<file path="src/rtl/if_id_stage.sv">
// if_id_stage: fetch/decode pipeline register with static branch predecode and perf counters.
module if_id_stage #(
  parameter logic [63:0] PC_RST     = 64'h0000000080000000,
  parameter logic        PREDICT_EN = 1'b1
) (
  input  logic        clk,
  input  logic        rst,
  input  logic [63:0] if_pc,
  input  logic [31:0] if_inst,
  input  logic        id_stall,
  input  logic        flush_en,
  output logic        if_pc_stall,
  output logic        prdt_pc_en,
  output logic [63:0] prdt_pc_add_op,
  output logic        id_valid,
  output logic [63:0] id_pc,
  output logic [31:0] id_inst,
  output logic        id_prdt_taken,
  output logic [63:0] id_prdt_target,
  output logic [63:0] cnt_fetch,
  output logic [63:0] cnt_prdt,
  output logic [63:0] cnt_flush
);
  localparam logic [31:0] NOP = 32'h00000013;
  logic        is_jal, is_bbk, taken_raw;
  logic [63:0] j_imm, b_imm, offset;
  logic        valid_q, taken_q;
  logic [63:0] pc_q, target_q, fetch_q, prdt_q, flush_q;
  logic [31:0] inst_q;
  // Only backward conditional branches are guessed taken (loop heuristic).
  assign is_jal         = if_inst[6:0] == 7'b1101111;
  assign is_bbk         = if_inst[6:0] == 7'b1100011 && if_inst[31];
  assign taken_raw      = is_jal | is_bbk;
  assign j_imm          = {{44{if_inst[31]}}, if_inst[19:12], if_inst[20], if_inst[30:21], 1'b0};
  assign b_imm          = {{52{if_inst[31]}}, if_inst[7], if_inst[30:25], if_inst[11:8], 1'b0};
  assign offset         = is_jal ? j_imm : b_imm;
  assign prdt_pc_en     = PREDICT_EN && taken_raw && !rst && !flush_en && !id_stall;
  assign prdt_pc_add_op = prdt_pc_en ? offset : 64'd0;
  assign if_pc_stall    = id_stall & ~flush_en;
  always_ff @(posedge clk) begin
    if (rst) begin
      valid_q  <= 1'b0;
      pc_q     <= PC_RST;
      inst_q   <= NOP;
      taken_q  <= 1'b0;
      target_q <= 64'd0;
      fetch_q  <= 64'd0;
      prdt_q   <= 64'd0;
      flush_q  <= 64'd0;
    end else if (flush_en) begin
      valid_q  <= 1'b0;
      inst_q   <= NOP;
      taken_q  <= 1'b0;
      target_q <= 64'd0;
      flush_q  <= flush_q + 64'd1;
    end else if (!id_stall) begin
      valid_q  <= 1'b1;
      pc_q     <= if_pc;
      inst_q   <= if_inst;
      taken_q  <= prdt_pc_en;
      target_q <= if_pc + (prdt_pc_en ? offset : 64'd4);
      fetch_q  <= fetch_q + 64'd1;
      prdt_q   <= prdt_q + {63'd0, prdt_pc_en};
    end
  end
  assign id_valid       = valid_q;
  assign id_pc          = pc_q;
  assign id_inst        = inst_q;
  assign id_prdt_taken  = taken_q;
  assign id_prdt_target = target_q;
  assign cnt_fetch      = fetch_q;
  assign cnt_prdt       = prdt_q;
  assign cnt_flush      = flush_q;
endmodule

</file>
<file path="config.mk">
export PLATFORM = sky130hd
export DESIGN_NAME = if_id_stage
export DESIGN_NICKNAME = d
export VERILOG_FILES = /design/src/rtl/if_id_stage.sv
export SDC_FILE = /design/constraint.sdc
export NUM_CORES = 1
export LEC_CHECK = 0
export BUFFER_PORTS_ARGS = -buffer_cell sky130_fd_sc_hd__buf_2
export CAP_MARGIN = 10
export CELL_PAD_IN_SITES_DETAIL_PLACEMENT = 0
export CELL_PAD_IN_SITES_GLOBAL_PLACEMENT = 1
export CORE_UTILIZATION = 34
export CTS_BUF_LIST = sky130_fd_sc_hd__clkbuf_8 sky130_fd_sc_hd__clkbuf_16
export DETAILED_ROUTE_END_ITERATION = 10
export PLACE_DENSITY_LB_ADDON = 0.1
export SLEW_MARGIN = 25
export SYNTH_ARGS = -nofsm -noshare
export SYNTH_HDL_FRONTEND = slang
export SYNTH_SLANG_ARGS = --single-unit
</file>
<file path="constraint.sdc">
create_clock -name clk -period 4.45 [get_ports clk]
set_clock_uncertainty 0.15 [all_clocks]
set_input_delay 0.6675 -clock clk [delete_from_list [all_inputs] [get_ports clk]]
set_output_delay 0.6675 -clock clk [all_outputs]
set_load 0.02 [all_outputs]
</file>
==> metrics.cfg <==
[finish]
multi_input_area_um2=10400
final_common_cell=buf_2
final_cells=3583
design_area_um2=23500
seqCellArea_um2=7090
final_nets=2977
layout-drive-gt1-share_pct=26.2
area_growth_pct=27.2
fillers=5566
final_cell_mix=buf_2 (516), dfxtp_1 (354), nand2_1 (349)

[clocking]
root_buffer=clkbuf_16
cts_max_level=2
cts_inserted_buffers=43
worstSkewPairLatency_ns=0.57
cts-resized-gates=0
cts.sinks=354
clkTransAtPathRegs_ns=0.06
clockBufferDepth=3
post-cts-setup-buffers=0
tritoncts=yes
postCtsHoldBufs=0

[outcome]
status=finished clean

[die]
die_w_um=235
dieHeight_um=235
num_rows=85
floorplan.initialDensity_pct=34.4
die_area_um2=55300
coreArea_um2=53700
io_pins=520

[synth]
synthCells=2356
synth_area_um2=18500
synth_edf_count=0
synth-main-ff-cell=dfxtp_1
synth_top_family_by_area=simple AND/OR/NAND/NOR gates
synth_xor_xnor_area_share_pct=9.67
synth-seq-cells=354
synth-adder-area-share_pct=1.72
synthMuxAreaShare_pct=3.54
synth_compound_gate_area_share_pct=11.4
syn_nets=2480
ys_seq_area_share_pct=38.4
synth-async-reset-ratio_pct=0
yosysWarnings=0
synth_cell_types=86
synthSimpleGateAreaFrac_pct=29.8
synth_area_per_cell_um2=7.84

[grt]
gr-usage-all-layers_pct=24.3
use_met1_pct=31.1
grt_max_degree=171
grt_pass1_wl_mm=106
grt.busiest_layer=met2
grt_pass1_vias=17900
antenna_found_initial=2
met2_usage_pct=39.7
overflow=0
grt.met3_usage_pct=6.16

[placement]
gp_congestion=0.895
numPortBuffers=518
place_hpwl_mm=52.1
dpl_cell_area_um2=22000
place_inst=3504

[drt]
route.detailed.drc=0
vias_per_cell=5.18
ant_nets=0
first_iter_violations=1155
num_vias=18600
dr.pass1.iters=5
avgRoutedWirePerCell_um=19.3
wl_mm=69.2

[sta]
worst_slew_pin_slew_ns=0.970
hold_viol_final=0
setup_tns_ns=0
clock.fmax_mhz=247
final_max_slew_viol_count=0
min_period_over_period_pct=90.9
rsz0062_at_grt=no
period_needed_ns=4.04
relSlewSlack_pct=35.3
finalSetupViolations=0

[worst_setup_path]
critPathRequiredTime_ns=4.78
end_kind=register
cp.arrival_ns=4.37
critPathLaunchType=input pin
worstRegToRegCells=8
path_max_fanout=9
worst-setup-path-type=input pin to register

[job]
cap_violations=0

[pwr]
power.leakage_nw=10.3
power.density_nw_per_um2=319
ir_worst_vdd_mv=0.278

[hold_path]
hold_path_depth=3
hold_path.class=input pin to register

## metal layers
metal  routed length, um  up-vias
li1                    -     9081
met1               30400     8844
met2               32000      524
met3                4770      107
met4                2030        2
met5                  10        -
## report_power, final
part	switching, mW	total, mW	internal, mW
Sequential	0.0352	3.27	3.23
Clock	1.47	3.58	2.11
Combinational	0.448	0.648	0.200
Total	1.95	7.49	5.54
## critical path: stages
cell and delay (ns):
buf_2 0.10, buf_4 0.13, nor4b_4 0.23, nand2_1 0.10
a21o_1 0.22, inv_1 0.21, and2_1 0.19, ha_1 0.28
a21o_1 0.20, a311o_1 0.36, a21oi_1 0.17, buf_4 0.16
o211ai_1 0.14, o21ai_1 0.25, a21oi_1 0.20, nor4_1 0.43
mux2i_1 0.25, nand2_1 0.06
## cell families after synthesis
logic type / Yosys count
fa+ha+maj: 25
other cells: 1
buf+inv: 213
simple gates: 1140
xor+xnor: 204
compound gates: 354
mux: 65
flops: 354
## layout make-up
type | instances | share of cell area, %
Timing Repair Buffer | 633 | 15.0
Sequential cell | 354 | 30.2
Clock buffer | 56 | 5.34
Clock inverter | 22 | 0.799
Inverter | 32 | 0.511
Antenna cell | 1 | 0.0107
Multi-Input combinational cell | 1789 | 44.4
Tap cell | 696 | 3.71
## registers in the layout, summed over array words and instances, names as in the netlist
name	cells
cnt_fetch	64
cnt_prdt	64
id_prdt_target	64
id_pc	64
cnt_flush	64
id_inst	32
id_prdt_taken	1
id_valid	1
## cells in the mapped netlist (6+ instances only)
| master | number | area share [%] |
|---|---|---|
| a211oi_1 | 13 | 0.53 |
| a21o_1 | 13 | 0.53 |
| a21oi_1 | 168 | 4.6 |
| a31oi_1 | 12 | 0.41 |
| a32oi_1 | 6 | 0.28 |
| and2_1 | 19 | 0.64 |
| and3_1 | 42 | 1.4 |
| and4_1 | 20 | 0.95 |
| buf_1 | 14 | 0.28 |
| buf_2 | 16 | 0.43 |
| buf_4 | 44 | 1.8 |
| clkbuf_1 | 102 | 2.1 |
| dfxtp_1 | 354 | 38 |
| ha_1 | 23 | 1.6 |
| inv_1 | 31 | 0.63 |
| mux2i_1 | 62 | 3.4 |
| nand2_1 | 349 | 7.1 |
| nand2b_1 | 13 | 0.44 |
| nand3_1 | 117 | 3.2 |
| nand3b_1 | 7 | 0.28 |
| nand4_1 | 61 | 2.1 |
| nor2_1 | 315 | 6.4 |
| nor2b_1 | 6 | 0.20 |
| nor3_1 | 58 | 1.6 |
| nor4_1 | 24 | 0.81 |
| o21ai_0 | 67 | 1.8 |
| o21ai_1 | 11 | 0.30 |
| o22ai_1 | 8 | 0.27 |
| or2_2 | 12 | 0.41 |
| or3_1 | 53 | 1.8 |
| or4_1 | 14 | 0.57 |
| xnor2_1 | 73 | 3.5 |
| xor2_1 | 131 | 6.2 |
## final timing paths
check	from	to	slack, ns
worst max-delay path	if_inst[4]	id_prdt_target[31]	0.41
worst min register to register	id_prdt_target[50]	id_prdt_target[50]	0.30
worst min-delay path	if_inst[25]	id_inst[25]	0.19
worst max register to register	cnt_flush[13]	cnt_flush[62]	1.32
## stage by stage
step | utilization (%) | setup WS, ns | total power, mW | hold WS, ns
floorplan | - | -0.00772 | 3.71 | 0.371
global placement | 41.0 | -0.241 | 3.98 | 0.282
detailed placement | 41.0 | -0.341 | 3.98 | 0.293
CTS | 43.7 | 0.264 | 7.60 | 0.155
global route | 43.7 | 0.0992 | 7.78 | 0.176
finish | 43.7 | 0.406 | 7.49 | 0.186
(Power assumes the default switching activity.)
